$ cat src/rtl/lsu_clken_gen.sv
// LSU clock-enable generator: per-stage c1/c2/store/freeze enables, a hold-off
// FSM for the free-running LSU domain and a saturating idle-cycle counter.
module lsu_clken_gen #(
    parameter int NSTG   = 5,
    parameter int NFRZ   = 4,
    parameter int HOLD_W = 4,
    parameter int CNT_W  = 16
) (
    input  logic              clk,
    input  logic              rst_l,
    input  logic              clk_override,
    input  logic              freeze,
    input  logic              dma_req,
    input  logic              dma_write,
    input  logic [NSTG-1:0]   stg_valid,
    input  logic [NSTG-1:0]   stg_store,
    input  logic              buf_busy,
    input  logic [HOLD_W-1:0] hold_cfg,
    input  logic              idle_cnt_clr,
    output logic [NSTG-1:0]   c1_clken,
    output logic [NSTG-1:0]   c2_clken,
    output logic [NSTG-1:0]   store_c1_clken,
    output logic [NFRZ-1:0]   frz_c1_clken,
    output logic [NFRZ-1:0]   frz_c2_clken,
    output logic              free_c2_clken,
    output logic              lsu_idle,
    output logic [CNT_W-1:0]  idle_cnt
);

    typedef enum logic [1:0] {
        ST_IDLE   = 2'd0,
        ST_ACTIVE = 2'd1,
        ST_DRAIN  = 2'd2
    } state_e;

    state_e            state_q, state_d;
    logic [HOLD_W-1:0] hcnt_q, hcnt_d;
    logic [NSTG-1:0]   c1_q, c1_d;
    logic [NFRZ-1:0]   frz_q, frz_d;
    logic [CNT_W-1:0]  idle_cnt_q, idle_cnt_d;

    logic              act;
    logic [NSTG-1:0]   c1_prev;
    logic [NSTG-1:0]   store_raw;
    logic [NSTG-1:0]   frz_mask;
    logic [NFRZ-1:0]   frz_req;

    // Stage enables; stage 0 takes the DMA request as its upstream token.
    always_comb begin
        c1_prev   = {c1_q[NSTG-2:0], dma_req};
        c1_clken  = stg_valid | c1_prev | {NSTG{clk_override}};
        c2_clken  = c1_clken | c1_q | {NSTG{clk_override}};
        store_raw = (c1_clken & stg_store) | {NSTG{clk_override}};
        store_raw[0] = store_raw[0] | dma_write;
        frz_mask = '0;
        for (int i = 0; i < NFRZ; i++) begin
            frz_mask[i] = freeze;
        end
        store_c1_clken = store_raw & ~frz_mask;

        frz_req    = stg_valid[NFRZ-1:0];
        frz_req[0] = frz_req[0] | dma_req;
        frz_c1_clken = (frz_req | {NFRZ{clk_override}}) & {NFRZ{~freeze}};
        frz_c2_clken = (frz_c1_clken | frz_q | {NFRZ{clk_override}}) & {NFRZ{~freeze}};
    end

    // Hold-off FSM: keeps the free domain clocked hold_cfg cycles past the last activity.
    always_comb begin
        act     = (|stg_valid) | dma_req | buf_busy | clk_override;
        state_d = state_q;
        hcnt_d  = hcnt_q;
        unique case (state_q)
            ST_ACTIVE: begin
                if (!act) begin
                    if (hold_cfg == '0) begin
                        state_d = ST_IDLE;
                    end else begin
                        state_d = ST_DRAIN;
                        hcnt_d  = hold_cfg - HOLD_W'(1);
                    end
                end
            end
            ST_DRAIN: begin
                if (act) begin
                    state_d = ST_ACTIVE;
                end else if (hcnt_q == '0) begin
                    state_d = ST_IDLE;
                end else begin
                    hcnt_d = hcnt_q - HOLD_W'(1);
                end
            end
            ST_IDLE: begin
                if (act) begin
                    state_d = ST_ACTIVE;
                end
            end
            default: state_d = ST_IDLE;
        endcase

        free_c2_clken = act | (state_q != ST_IDLE);
        lsu_idle      = (state_q == ST_IDLE);
    end

    // Token and counter next-state; c1 tokens only advance while the free domain runs.
    always_comb begin
        c1_d = free_c2_clken ? c1_clken : c1_q;
        for (int i = 0; i < NFRZ; i++) begin
            frz_d[i] = frz_c2_clken[i] ? frz_c1_clken[i] : frz_q[i];
        end
        idle_cnt_d = idle_cnt_q;
        if (idle_cnt_clr) begin
            idle_cnt_d = '0;
        end else if ((state_q == ST_IDLE) && (idle_cnt_q != '1)) begin
            idle_cnt_d = idle_cnt_q + CNT_W'(1);
        end
        idle_cnt = idle_cnt_q;
    end

    always_ff @(posedge clk or negedge rst_l) begin
        if (!rst_l) begin
            state_q    <= ST_IDLE;
            hcnt_q     <= '0;
            c1_q       <= '0;
            frz_q      <= '0;
            idle_cnt_q <= '0;
        end else begin
            state_q    <= state_d;
            hcnt_q     <= hcnt_d;
            c1_q       <= c1_d;
            frz_q      <= frz_d;
            idle_cnt_q <= idle_cnt_d;
        end
    end

endmodule
$ cat config.mk
export PLATFORM = sky130hd
export DESIGN_NAME = lsu_clken_gen
export DESIGN_NICKNAME = d
export VERILOG_FILES = /design/src/rtl/lsu_clken_gen.sv
export SDC_FILE = /design/constraint.sdc
export NUM_CORES = 1
export LEC_CHECK = 0
export CORE_MARGIN = 1
export CORE_UTILIZATION = 40
export DETAILED_ROUTE_END_ITERATION = 7
export PLACE_DENSITY = 0.75
export SYNTH_ARGS = -nofsm -noshare
export SYNTH_HDL_FRONTEND = slang
export SYNTH_SLANG_ARGS = --single-unit
$ cat constraint.sdc
create_clock -name clk -period 1.95 [get_ports clk]
set_input_delay 0.39 -clock clk [delete_from_list [all_inputs] [get_ports clk]]
set_output_delay 0.39 -clock clk [all_outputs]
set_load 0.01 [all_outputs]
==> results.json <==
{
  "status": "complete, but fails checks",
  "violations": "setup timing",
  "overflow": 0,
  "drtAntennaViolNets": 0,
  "synth_top_family_by_area": "simple AND/OR/NAND/NOR gates",
  "netlist_instances": 198,
  "p_sw_share_pct": 25.04,
  "antennaDiodeCount": 0,
  "chipWidth_um": 68.46,
  "power_mw": 1.359,
  "track_usage_pct": 22.57,
  "ys_seq_area_share_pct": 43.91,
  "clock_sinks": 31,
  "min-delay-path-class": "in -> async",
  "areaGrowthSynthToFinish_pct": 63.17,
  "cp-end-kind": "flip-flop",
  "worstReg2RegEnd": "idle_cnt[10]",
  "synth_nets": 222,
  "synth_compound_area_share_pct": 16.93,
  "cp_slowest_cell": "or4_4",
  "synth_mux_area_share_pct": 6.161,
  "reg2reg_slack_ns": -0.008,
  "ys_seq_elements": 31,
  "netlist.area_leader.share_pct": 43.91,
  "maxSlewHeadroom_pct": 68.73,
  "cpPeakStageDelay_ns": 0.42,
  "routed_via_density": 5.263,
  "die_y_um": 68.46,
  "start_util_pct": 42.93,
  "setup_viol": 1,
  "yosys_warnings": 0,
  "rr_worst_depth": 5,
  "drv_cap": 0,
  "final_cell_area_um2": 2883,
  "dieArea_um2": 4687,
  "path_delay_family": "simple AND/OR/NAND/NOR gates",
  "synth_cell_types": 44,
  "final_layout_size_suffix_gt1_share_pct": 28.57,
  "final_nets": 331,
  "synth_area_um2": 1767,
  "setup.worst_path.start": "idle_cnt[1]",
  "synthAdderAreaFrac_pct": 1.416,
  "synth_simple_gate_area_share_pct": 25.78,
  "rows": 23,
  "cts_buffers": 5,
  "path_max_fanout": 6,
  "grt_pass1_wl_mm": 7.817,
  "clk_latency_ns": 0.28,
  "synth_edf_count": 0,
  "cp_data_arrival_time_ns": 2.17,
  "cp_cell_sequence": "ha_2, or3b_4, or3_4, or4_4, a21oi_2",
  "clock_tree.buffer_depth": 2,
  "worstPathRequired_ns": 2.16,
  "portBuffers": 62,
  "dpl-instance-area_um2": 2738,
  "routedWlPerCell_um": 14.14,
  "grt_setup_unrepaired": "yes",
  "yosysTopAreaCell": "dfrtp_1",
  "ir_drop_mv": 0.4637,
  "cts_tree": "built",
  "r2r-start": "idle_cnt[1]",
  "io_pins": 63,
  "p_int_mw": 1.019,
  "stdcell_count": 358,
  "num_vias": 1884,
  "drcViolationCount": 0,
  "clock-root-buffer": "clkbuf_8",
  "setup_slack_ns": -0.007766,
  "finish.utilization_pct": 70.05,
  "place_hpwl_mm": 3.856,
  "initialDrtViolationCount": 102,
  "synth.avg_cell_area_um2": 8.923,
  "timing.critical_path.buf_inv": 0,
  "wl_mm": 5.061,
  "grt_antenna_before_repair": 0,
  "place_ws_ns": -0.5349,
  "fin_crit_sh_pct": 100.4,
  "max_freq_ghz": 0.5108,
  "core_region_area_um2": 4115,
  "cts.htree.levels": 2,
  "seq_power_share_pct": 49.4,
  "period_minus_slack_ns": 1.958,
  "finalClockSkew_ns": 0.004247,
  "pwr-share-clk_pct": 35.2,
  "place_congestion": 0.8466,
  "powerDensity_nw_per_um2": 471.5,
  "report.final.slew_viol_count": 0,
  "dp.cells": 344,
  "synthXorXnorAreaFrac_pct": 1.487,
  "tightest_slew_ns": 0.4691,
  "crit_type": "reg -> reg",
  "grt_max_degree": 32,
  "switching_power_mw": 0.3404,
  "synthFlopType": "dfrtp_1",
  "comb_power_share_pct": 15.4,
  "grt_pass1_vias": 1772,
  "p_leak_nw": 1.224,
  "report.final.hold_viol_count": 0,
  "yosys-top-cells-area": "dfrtp_1 (44%), nor2_1 (4.9%), mux2_2 (4.5%), a21oi_1 (4.2%), nor3_1 (3.4%)",
  "first_pass_iters": 4,
  "worst_setup_path_start_kind": "flip-flop",
  "clkTransAtPathRegs_ns": 0.06,
  "async_reset_ff_share_pct": 100.0
}
==> layer usage <==
layer	GRT usage (%)	vias to the layer above	share of wire, %
met1	29.36	880	45
met4	7.813	0	1.3
met5	0	-	0
met3	5.000	9	4.9
met2	36.64	48	48
li1	-	947	-
==> cell usage in the layout, fill, tap and decap left out, types with 4 or more instances in the layout <==
cell,netlist,final
buf_4,0,46
clkdlybuf4s50_1,0,31
dfrtp_1,31,30
dlygate4sd2_1,0,22
nor2_1,23,21
a21oi_1,15,14
inv_1,14,13
nor3_1,12,11
nand2_1,10,10
mux2_2,7,7
nand3_1,6,6
o21ai_0,5,5
clkbuf_8,0,5
o31ai_1,4,4
nor4_1,5,4
==> metrics by stage <==
stage                     hold WS [ns]    TNS, ns
after global placement          0.4837     -10.49
final                           0.5012  -0.007766
after floorplan                0.09441  -0.006208
after global routing            0.5152    -0.1388
after CTS                       0.5058          0
after detailed placement        0.4908     -10.74
==> state kept, by name (all words and copies together), names as in the netlist <==
| register | flops |
|---|---|
| hcnt_q | 4 |
| state_q | 2 |
| c1_q | 5 |
| idle_cnt | 16 |
| frz_q | 4 |
==> power groups by stage <==
stage	Clock (mW)	Combinational (mW)	Sequential, mW
floorplan	0	0.0746	0.680
global placement	0	0.212	0.682
detailed placement	0	0.215	0.683
CTS	0.491	0.203	0.671
global route	0.517	0.231	0.673
finish	0.478	0.209	0.672
==> cells by family after synthesis <==
kind of cell               Yosys count
AOI/OAI and AO/OA                   46
adders and majority gates            2
muxes                               10
DFF                                 31
and+or+nand+nor                     86
buffers and inverters               20
xor gates and xnor gates             3
==> worst max path at each step <==
stage               depth (start not counted)  slack (ns)                 to
floorplan                                   5      -0.006       idle_cnt[10]
global placement                            6       -0.53  store_c1_clken[2]
detailed placement                          6       -0.53  store_c1_clken[2]
CTS                                         5      0.0004  store_c1_clken[2]
global route                                5       -0.06       idle_cnt[10]
finish                                      5      -0.008       idle_cnt[10]
==> worst register-to-register path: stages, from the launching register on <==
cell	delay [ns]
dfrtp_1	0.37
ha_2	0.19
or3b_4	0.41
or3_4	0.38
or4_4	0.42
a21oi_2	0.12
==> what timing repair did <==
| item | in CTS | in global routing |
|---|---|---|
| setup endpoints to repair | 26 | 18 |
| gates resized for setup | 43 | 23 |
| hold buffers | 0 | 0 |
| pin swaps | 4 | 5 |
| setup buffers | 2 | 4 |
==> cell type report <==
class	count	area, µm²
Fill cell	360	1232
Tap cell	50	62.56
Multi-Input combinational cell	147	989.7
Inverter	14	52.55
Sequential cell	31	777.0
Clock buffer	7	76.32
Timing Repair Buffer	108	919.6
Clock inverter	1	5.005
==> cell usage after synthesis, drive strengths merged, types with 2 or more instances <==
cell    instances
nand4           4
a211oi          5
nand2b          2
and3            2
o31ai           4
xor2            2
o22ai           2
inv            14
o211ai          2
o41ai           3
mux2i           3
nand2          10
a31oi           3
nor3           12
buf             2
dfrtp          31
or2             3
nor2b           2
mux2            7
and2            2
or3             6
o21ai           5
clkbuf          4
ha              2
o21a            2
a21oi          15
or4             5
nor2           23
nor4            5
nand3           6
(Power assumes the default switching activity.)
